<file path="config.mk">
export PLATFORM = sky130hd
export DESIGN_NAME = amm2ahb
export DESIGN_NICKNAME = d
export VERILOG_FILES = /design/src/rtl/amm2ahb.sv
export SDC_FILE = /design/constraint.sdc
export NUM_CORES = 1
export LEC_CHECK = 0
export CAP_MARGIN = 20
export CORE_ASPECT_RATIO = 1.5
export CORE_MARGIN = 4
export CORE_UTILIZATION = 45
export DETAILED_ROUTE_END_ITERATION = 8
export DONT_BUFFER_PORTS = 1
export GPL_TIMING_DRIVEN = 0
export SKIP_CTS_REPAIR_TIMING = 1
export SLEW_MARGIN = 20
export SYNTH_ARGS = -nofsm -noshare
export SYNTH_HDL_FRONTEND = slang
export SYNTH_SLANG_ARGS = --single-unit
</file>
<file path="constraint.sdc">
create_clock -name aclk -period 5.5 [get_ports aclk]
set_input_delay 1.1 -clock aclk [delete_from_list [all_inputs] [get_ports aclk]]
set_output_delay 1.1 -clock aclk [all_outputs]
set_load 0.02 [all_outputs]
</file>
<file path="src/rtl/amm2ahb.sv">
// amm2ahb: Avalon-MM slave to AHB-Lite master bridge.
// Each Avalon access becomes one AHB SINGLE transfer (no pipelining between
// transfers). amm_waitrequest stays high until the AHB data phase completes,
// then drops for exactly one cycle together with readdata/response.
// Build option: define AMM2AHB_SPLIT_EN to turn sparse-byteenable writes into
// one byte transfer per enabled lane; without it such writes are rejected
// with SLAVEERROR and no AHB transfer.
module amm2ahb #(
   parameter logic [3:0] P_HPROT = 4'b0011
) (
   input  logic        aclk,
   input  logic        areset,
   input  logic [31:0] amm_address,
   input  logic [31:0] amm_writedata,
   input  logic [3:0]  amm_byteenable,
   input  logic        amm_write,
   input  logic        amm_read,
   output logic [31:0] amm_readdata,
   output logic [1:0]  amm_response,
   output logic        amm_waitrequest,
   output logic [31:0] ahb_haddr,
   output logic [1:0]  ahb_htrans,
   output logic        ahb_hwrite,
   output logic [2:0]  ahb_hsize,
   output logic [2:0]  ahb_hburst,
   output logic [3:0]  ahb_hprot,
   output logic [31:0] ahb_hwdata,
   input  logic [31:0] ahb_hrdata,
   input  logic        ahb_hready,
   input  logic        ahb_hresp
);

   localparam logic [1:0] HTRANS_IDLE   = 2'b00;
   localparam logic [1:0] HTRANS_NONSEQ = 2'b10;
   localparam logic [1:0] RESP_OKAY     = 2'b00;
   localparam logic [1:0] RESP_SLVERR   = 2'b10;
   localparam logic [2:0] HSIZE_BYTE    = 3'd0;
   localparam logic [2:0] HSIZE_HALF    = 3'd1;
   localparam logic [2:0] HSIZE_WORD    = 3'd2;

   typedef enum logic [1:0] {
      ST_IDLE,
      ST_ADDR,
      ST_DATA,
      ST_DONE
   } state_t;

   typedef enum logic [1:0] {
      BE_NONE,
      BE_NATURAL,
      BE_SPARSE
   } be_kind_t;

   state_t      state;
   logic [31:0] wdata_q;

   be_kind_t    be_kind;
   logic [2:0]  be_size;
   logic [1:0]  be_off;

   // Address lsbs are derived from the byte enables, not from the master.
   logic        unused_addr_lsb;
   assign unused_addr_lsb = ^amm_address[1:0];

   assign ahb_hburst = 3'b000;
   assign ahb_hprot  = P_HPROT;

`ifdef AMM2AHB_SPLIT_EN
   // Lanes still to be issued after the beat currently in flight.
   logic [3:0] lanes_left;
   logic [1:0] first_lane;
   logic [1:0] next_lane;

   function automatic logic [1:0] lowest_lane(input logic [3:0] m);
      logic [1:0] l;
      casez (m)
         4'b???1: l = 2'd0;
         4'b??10: l = 2'd1;
         4'b?100: l = 2'd2;
         default: l = 2'd3;
      endcase
      return l;
   endfunction

   assign first_lane = lowest_lane(amm_byteenable);
   assign next_lane  = lowest_lane(lanes_left);
`endif

   // Classify the byte enables into an AHB size/offset for a single transfer.
   always_comb begin
      be_kind = BE_SPARSE;
      be_size = HSIZE_BYTE;
      be_off  = 2'd0;
      case (amm_byteenable)
         4'b0000: be_kind = BE_NONE;
         4'b1111: begin be_kind = BE_NATURAL; be_size = HSIZE_WORD; be_off = 2'd0; end
         4'b0011: begin be_kind = BE_NATURAL; be_size = HSIZE_HALF; be_off = 2'd0; end
         4'b1100: begin be_kind = BE_NATURAL; be_size = HSIZE_HALF; be_off = 2'd2; end
         4'b0001: begin be_kind = BE_NATURAL; be_size = HSIZE_BYTE; be_off = 2'd0; end
         4'b0010: begin be_kind = BE_NATURAL; be_size = HSIZE_BYTE; be_off = 2'd1; end
         4'b0100: begin be_kind = BE_NATURAL; be_size = HSIZE_BYTE; be_off = 2'd2; end
         4'b1000: begin be_kind = BE_NATURAL; be_size = HSIZE_BYTE; be_off = 2'd3; end
         default: ;
      endcase
   end

   // Bridge FSM: accept Avalon access, run AHB address/data phases, report.
   always_ff @(posedge aclk or posedge areset) begin
      if (areset) begin
         state           <= ST_IDLE;
         wdata_q         <= '0;
         amm_readdata    <= '0;
         amm_response    <= RESP_OKAY;
         amm_waitrequest <= 1'b1;
         ahb_haddr       <= '0;
         ahb_htrans      <= HTRANS_IDLE;
         ahb_hwrite      <= 1'b0;
         ahb_hsize       <= '0;
         ahb_hwdata      <= '0;
`ifdef AMM2AHB_SPLIT_EN
         lanes_left      <= '0;
`endif
      end else begin
         unique case (state)
            ST_IDLE: begin
               if (amm_write) begin
                  ahb_hwrite   <= 1'b1;
                  wdata_q      <= amm_writedata;
                  amm_response <= RESP_OKAY;
                  case (be_kind)
                     BE_NONE: begin
                        amm_waitrequest <= 1'b0;
                        state           <= ST_DONE;
                     end
                     BE_NATURAL: begin
                        ahb_haddr  <= {amm_address[31:2], be_off};
                        ahb_hsize  <= be_size;
                        ahb_htrans <= HTRANS_NONSEQ;
                        state      <= ST_ADDR;
`ifdef AMM2AHB_SPLIT_EN
                        lanes_left <= '0;
`endif
                     end
                     default: begin
`ifdef AMM2AHB_SPLIT_EN
                        ahb_haddr  <= {amm_address[31:2], first_lane};
                        ahb_hsize  <= HSIZE_BYTE;
                        ahb_htrans <= HTRANS_NONSEQ;
                        lanes_left <= amm_byteenable & ~(4'b0001 << first_lane);
                        state      <= ST_ADDR;
`else
                        amm_response    <= RESP_SLVERR;
                        amm_waitrequest <= 1'b0;
                        state           <= ST_DONE;
`endif
                     end
                  endcase
               end else if (amm_read) begin
                  ahb_hwrite   <= 1'b0;
                  amm_response <= RESP_OKAY;
                  ahb_haddr    <= {amm_address[31:2], 2'b00};
                  ahb_hsize    <= HSIZE_WORD;
                  ahb_htrans   <= HTRANS_NONSEQ;
                  state        <= ST_ADDR;
`ifdef AMM2AHB_SPLIT_EN
                  lanes_left   <= '0;
`endif
               end
            end

            ST_ADDR: begin
               if (ahb_hready) begin
                  ahb_htrans <= HTRANS_IDLE;
                  if (ahb_hwrite) begin
                     ahb_hwdata <= wdata_q;
                  end
                  state <= ST_DATA;
               end
            end

            ST_DATA: begin
               // hresp with hready low is the first error cycle: htrans is
               // already IDLE, so simply wait for the second cycle.
               if (ahb_hready) begin
                  if (ahb_hresp) begin
                     amm_response <= RESP_SLVERR;
                     if (!ahb_hwrite) begin
                        amm_readdata <= '0;
                     end
`ifdef AMM2AHB_SPLIT_EN
                     lanes_left <= '0;
`endif
                     amm_waitrequest <= 1'b0;
                     state           <= ST_DONE;
                  end else begin
                     if (!ahb_hwrite) begin
                        amm_readdata <= ahb_hrdata;
                     end
`ifdef AMM2AHB_SPLIT_EN
                     if (lanes_left != '0) begin
                        ahb_haddr[1:0] <= next_lane;
                        lanes_left     <= lanes_left & ~(4'b0001 << next_lane);
                        ahb_htrans     <= HTRANS_NONSEQ;
                        state          <= ST_ADDR;
                     end else begin
                        amm_waitrequest <= 1'b0;
                        state           <= ST_DONE;
                     end
`else
                     amm_waitrequest <= 1'b0;
                     state           <= ST_DONE;
`endif
                  end
               end
            end

            ST_DONE: begin
               amm_waitrequest <= 1'b1;
               state           <= ST_IDLE;
            end

            default: begin
               amm_waitrequest <= 1'b1;
               ahb_htrans      <= HTRANS_IDLE;
               state           <= ST_IDLE;
            end
         endcase
      end
   end

endmodule

</file>
==> flow_summary.json, run 1 <==
{
  "setup_slack_ns": 3.12,
  "grt_pass1_wl_mm": 19.3,
  "skew_ns": 0.00854,
  "setup_tns_ns": 0,
  "irDropWorstVdd_uv": 292,
  "syn_area_um2": 5730,
  "clkPwrFrac_pct": 26.0,
  "swShare_pct": 37.6,
  "synth.most_common_cell": "dfrtp_1",
  "ys_seq_area_share_pct": 59.4,
  "rsz0062_at_grt": "false",
  "intPower_mw": 2.78,
  "ctsHtreeMaxLevel": 4,
  "maxSlewHeadroom_pct": 58.9,
  "rows": 50,
  "synth_common_cells": "dfrtp_1 (135), mux2_2 (68), nand2_1 (43)",
  "min_period_over_period_pct": 43.3,
  "antenna_found_initial": 0,
  "hp-class": "reg2reg",
  "vias": 3282,
  "highest_layer": "met4",
  "async_flop_share_pct": 100,
  "cts_tree": "yes",
  "die_h_um": 146,
  "layout-drive-gt1-share_pct": 31.5,
  "clk_pin_slew_worst_paths_ns": 0.06,
  "dr.pass1.iters": 4,
  "synth_top_area_share_pct": 58.9,
  "ys_top_cells_by_area": "dfrtp_1 (59%), mux2_2 (13%), mux2_4 (7.3%), nand2b_1 (3.6%), o21ai_0 (2.9%)",
  "cpLargestDelayFamily": "compound AO/OA/AOI/OAI gates",
  "met3WireLength_mm": 1.23,
  "critPathLaunchType": "primary input",
  "drc": 0,
  "p_switching_mw": 1.67,
  "start_util_pct": 45.8,
  "place.port_buffers": 0,
  "wl_met1_mm": 4.38,
  "synth_edf_count": 0,
  "die_x_um": 100,
  "critPathRequiredTime_ns": 5.78,
  "power_density_nw_per_um2": 675,
  "ys.flop_type": "dfrtp_1",
  "dp_hpwl_mm": 8.98,
  "syn_inst": 432,
  "finalMaxSlewViolations": 0,
  "design_area_um2": 6590,
  "fin_crit_ns": 2.38,
  "cp-end-kind": "register",
  "avgSynthCellArea_um2": 13.3,
  "worstMarginPinSlew_ns": 0.617,
  "routedWlPerCell_um": 19.4,
  "grt_start_max_net_pins": 97,
  "crit_path_max_incr_delay_ns": 0.36,
  "die_area_um2": 14700,
  "criticalPathCategory": "in2reg",
  "clk_latency_ns": 0.41,
  "hold_violations": 0,
  "drt_iter0_drc": 40,
  "status": "finished, final reports clean",
  "clockBufferDepth": 2,
  "yosysWarnings": 0,
  "cp_max_fo": 10,
  "p_seq_share_pct": 52.2,
  "dp_slack_ns": 2.71,
  "grt_usage_pct": 16.8,
  "combPwrFrac_pct": 21.9,
  "crit_arrival_ns": 2.67,
  "first_global_vias": 3595,
  "path_cells": "clkbuf_1 -> nor2_1 -> a311oi_4 -> a21oi_4 -> buf_6 -> mux2_4",
  "area_growth_pct": 15.0,
  "yosysTopAreaCell": "dfrtp_1",
  "cts_made_buffers": 17,
  "placed_area_um2": 5990,
  "maxCapViolCount": 0,
  "setup_viol": 0,
  "ys_ff_latch": 136,
  "max_freq_ghz": 0.420,
  "core_area_um2": 12500,
  "slowest_stage": "nor2_1",
  "n_antenna_cell": 0,
  "nets": 570,
  "leakage_nw": 2.98,
  "io_pins": 218,
  "routabilityCongestion": 0.795,
  "yosysUniqueCellTypes": 42,
  "crit_buf_inv": 2,
  "grt_overflow": 0,
  "clockRootBuffer": "clkbuf_16",
  "totalWireLength_mm": 12.2,
  "met2WireLength_mm": 6.36,
  "via_per_inst": 5.22,
  "cts_sinks": 136,
  "final_antenna_net_count": 0
}
[final cells by class]
type / count / area [um2]
fillers: 1109 / 5920
clock inverters: 13 / 156
plain buffers: 35 / 206
multi-input cells: 263 / 2130
flip-flops and latches: 136 / 3400
well taps: 156 / 195
repair buffers: 1 / 27.5
inverters: 6 / 30.0
clock buffers: 19 / 443
[metrics by stage]
step                hold WS [ns]  instances  total power, mW  utilization, %
floorplan                  0.475        440             3.06               -
global placement           0.481        596             3.28            47.6
detailed placement         0.492        597             3.34            47.9
CTS                        0.502        629             4.53            52.7
global route               0.515        629             4.70            52.7
finish                     0.498        629             4.45            52.7
[power groups by stage]
stage | Clock, mW | Combinational (mW) | Sequential, mW
2_1_floorplan | 0 | 0.852 | 2.21
3_3_place_gp | 0 | 0.946 | 2.33
3_5_place_dp | 0 | 0.987 | 2.36
4_1_cts | 1.19 | 0.994 | 2.34
5_1_grt | 1.22 | 1.09 | 2.39
6_report | 1.16 | 0.974 | 2.32
[state kept, by name, summed over array words and instances, names as in the netlist, 2 cells and up]
signal	flops
ahb_haddr	32
ahb_hsize	2
ahb_hwdata	32
amm_readdata	32
state	2
wdata_q	32
[worst paths after layout]
kind                                   startpoint          endpoint  slack [ns]  depth (start not counted)
worst max-delay path            amm_byteenable[3]     ahb_haddr[10]        3.12                          6
worst min-delay path                   wdata_q[9]     ahb_hwdata[9]        0.50                          1
worst max register to register           state[0]     ahb_haddr[10]        3.16                          8
worst min register to register         wdata_q[9]     ahb_hwdata[9]        0.50                          1
max in group asynchronous                  areset   amm_waitrequest        4.18                          2
min in group asynchronous                  areset  amm_readdata[19]        0.52                          1
[placed cells by master, fill, tap and decap left out, types with 2 or more instances in the layout]
cell type	synthesis	layout
a21oi_1	3	3
a22oi_1	2	2
buf_1	2	2
buf_4	10	10
buf_6	5	5
bufinv_16	0	2
clkbuf_1	18	19
clkbuf_16	0	17
clkinvlp_4	0	2
conb_1	2	10
dfrtp_1	135	135
ha_1	4	4
inv_1	6	5
inv_6	0	8
inv_8	0	2
mux2_2	68	68
mux2_4	28	28
mux2i_1	2	2
nand2_1	43	43
nand2b_1	33	33
nand3_1	2	2
nor2_1	9	9
nor2b_1	2	2
nor3_1	2	2
o21ai_0	33	33
o22ai_1	2	2
[worst reg2reg max path: cells and delay by family (launching register included)]
family,cells,cell delay [ns]
adders and majority gates,1,0.15
buffers and inverters,3,0.61
muxes,1,0.32
AOI/OAI and AO/OA,2,0.40
DFF,1,0.42
and+or+nand+nor,1,0.33
[routing by layer]
metal,track usage (%),up-vias
li1,-,1513
met1,17.7,1628
met2,28.7,125
met3,7.74,16
met4,6.81,0
met5,0,-
[cells by family (layout without fill, tap and decap cells)]
| kind of cell | Yosys count | count (layout) | share of synthesized area, % |
|---|---|---|---|
| flops | 136 | 136 | 59.4 |
| mux | 98 | 98 | 21.0 |
| simple gates | 98 | 98 | 8.51 |
| compound gates | 52 | 52 | 5.94 |
| buf+inv | 41 | 74 | 3.99 |
| fa+ha+maj | 4 | 4 | 0.873 |
| other cells | 2 | 10 | 0.131 |
| xor+xnor | 1 | 1 | 0.153 |
Power figures use the tool's default switching activity.
==> inputs of run 2 (changes only) <==
Clock period 5.5 ns to 2.09 ns, I/O delays scaled along.
==> flow_summary.json, run 2 (same netlist as run 1, synthesis figures left out) <==
{
  "max_freq_ghz": 0.499,
  "antenna_found_initial": 1,
  "grt_start_max_net_pins": 34,
  "finalMaxSlewViolations": 0,
  "die_x_um": 100,
  "reg2reg_slack_ns": 0.09,
  "clk_latency_ns": 0.40,
  "seqCellArea_um2": 3400,
  "crit_cells": 7,
  "start_util_pct": 45.8,
  "die_h_um": 146,
  "via_per_inst": 5.18,
  "irDropWorstVdd_uv": 764,
  "slowest_stage": "dfrtp_1",
  "layout-drive-gt1-share_pct": 33.3,
  "setup_slack_ns": 0.0866,
  "core_area_um2": 12500,
  "crit_buf_inv": 2,
  "drc": 0,
  "worstMarginPinSlew_ns": 0.615,
  "skew_ns": 0.00743,
  "nets": 578,
  "cts_sinks": 136,
  "grt_overflow": 0,
  "crit_end": "ahb_haddr[24]",
  "cp-end-kind": "register",
  "clockBufferDepth": 2,
  "hp-class": "in2reg",
  "setup_viol": 0,
  "fin_crit_ns": 2.00,
  "power_density_nw_per_um2": 1760,
  "critPathRequiredTime_ns": 2.37,
  "final_antenna_net_count": 0,
  "crit_path_max_incr_delay_ns": 0.41,
  "rows": 50,
  "first_global_vias": 3687,
  "leakage_nw": 3.02,
  "worst_r2r_path_depth": 7,
  "highest_layer": "met4",
  "maxSlewHeadroom_pct": 59.0,
  "fin_util_pct": 53.6,
  "vias": 3303,
  "layout_commonest_cell": "dfrtp_1",
  "ctsHtreeMaxLevel": 4,
  "totalWireLength_mm": 12.2,
  "min_period_over_period_pct": 95.9,
  "r2r-start": "state[0]",
  "crit_arrival_ns": 2.29,
  "rsz0062_at_grt": "false",
  "critPathLaunchType": "register",
  "grt_pass1_wl_mm": 19.4,
  "routabilityCongestion": 0.742,
  "path_cells": "inv_1 -> ha_4 -> and4bb_2 -> a311oi_4 -> a21oi_4 -> buf_6 -> mux2_4",
  "dp_slack_ns": -0.219,
  "crit_start": "state[0]",
  "whs_ns": 0.153,
  "area_growth_pct": 17.0,
  "grt_usage_pct": 16.9,
  "clk_pin_slew_worst_paths_ns": 0.06,
  "dp_hpwl_mm": 9.11,
  "io_pins": 218,
  "design_area_um2": 6710,
  "clockRootBuffer": "clkbuf_16",
  "hold_depth": 2,
  "multi_input_area_um2": 2150,
  "criticalPathCategory": "reg2reg",
  "routedWlPerCell_um": 19.1,
  "dp_cells": 600,
  "place.port_buffers": 0,
  "hold_violations": 0,
  "placed_area_um2": 6040,
  "drt_iter0_drc": 54,
  "status": "finished, final reports clean",
  "cts_made_buffers": 17,
  "met2WireLength_mm": 6.35,
  "cts_tree": "yes",
  "r2r-end": "ahb_haddr[24]",
  "cp_max_fo": 10,
  "final_cells": 638,
  "cpLargestDelayFamily": "flip-flops",
  "met3WireLength_mm": 1.27,
  "final_cell_mix": "dfrtp_1 (135), mux2_2 (68), nand2_1 (43)",
  "wl_met1_mm": 4.35,
  "maxCapViolCount": 0,
  "dr.pass1.iters": 4,
  "die_area_um2": 14700,
  "nFillCells": 1095
}
-- run 2: cell types whose count changed in the layout (fill, tap and decap cells not counted), moves of 2 or more --
cell,delta
buf_4,+5
clkinvlp_4,+2
clkbuf_1,-2
buf_12,+4
-- run 2: where the power goes --
part           switching, mW  total (mW)  internal, mW  leakage [nW]
clock                   1.23        3.03          1.81         0.288
sequential              2.12        6.08          3.96          1.66
combinational           1.08        2.68          1.60          1.08
-- run 2: worst min-delay path by stage --
stage | endpoint | start | slack, ns
after detailed placement | ahb_hwdata[27] | areset | 0.32
after global placement | ahb_hwdata[5] | wdata_q[5] | 0.48
after CTS | ahb_hwdata[19] | areset | -0.12
final | amm_readdata[17] | ahb_hrdata[17] | 0.15
after global routing | ahb_haddr[12] | amm_address[12] | 0.13
after floorplan | ahb_hwdata[30] | wdata_q[30] | 0.47
-- run 2: metal layers --
layer	vias up	track usage (%)
met3	16	7.98
li1	1540	-
met1	1617	18.1
met5	-	0
met2	130	28.7
met4	0	6.54
-- run 2: final cells by class --
| class | instances | share of cell area [%] |
|---|---|---|
| sequential | 136 | 50.8 |
| multi-input combinational | 263 | 32.0 |
| clock buffer | 17 | 6.34 |
| buffer | 34 | 3.02 |
| tap | 156 | 2.91 |
| clock inverter | 15 | 2.65 |
| timing repair buffer | 10 | 1.90 |
| inverter | 6 | 0.392 |
| antenna | 1 | 0.0373 |
-- run 2: metrics by stage --
step,power (mW),setup TNS (ns)
after floorplan,8.05,-2.74
after global placement,8.62,-93.79
after detailed placement,8.79,-8.73
after CTS,11.9,-9.39
after global routing,12.5,0
final,11.8,0
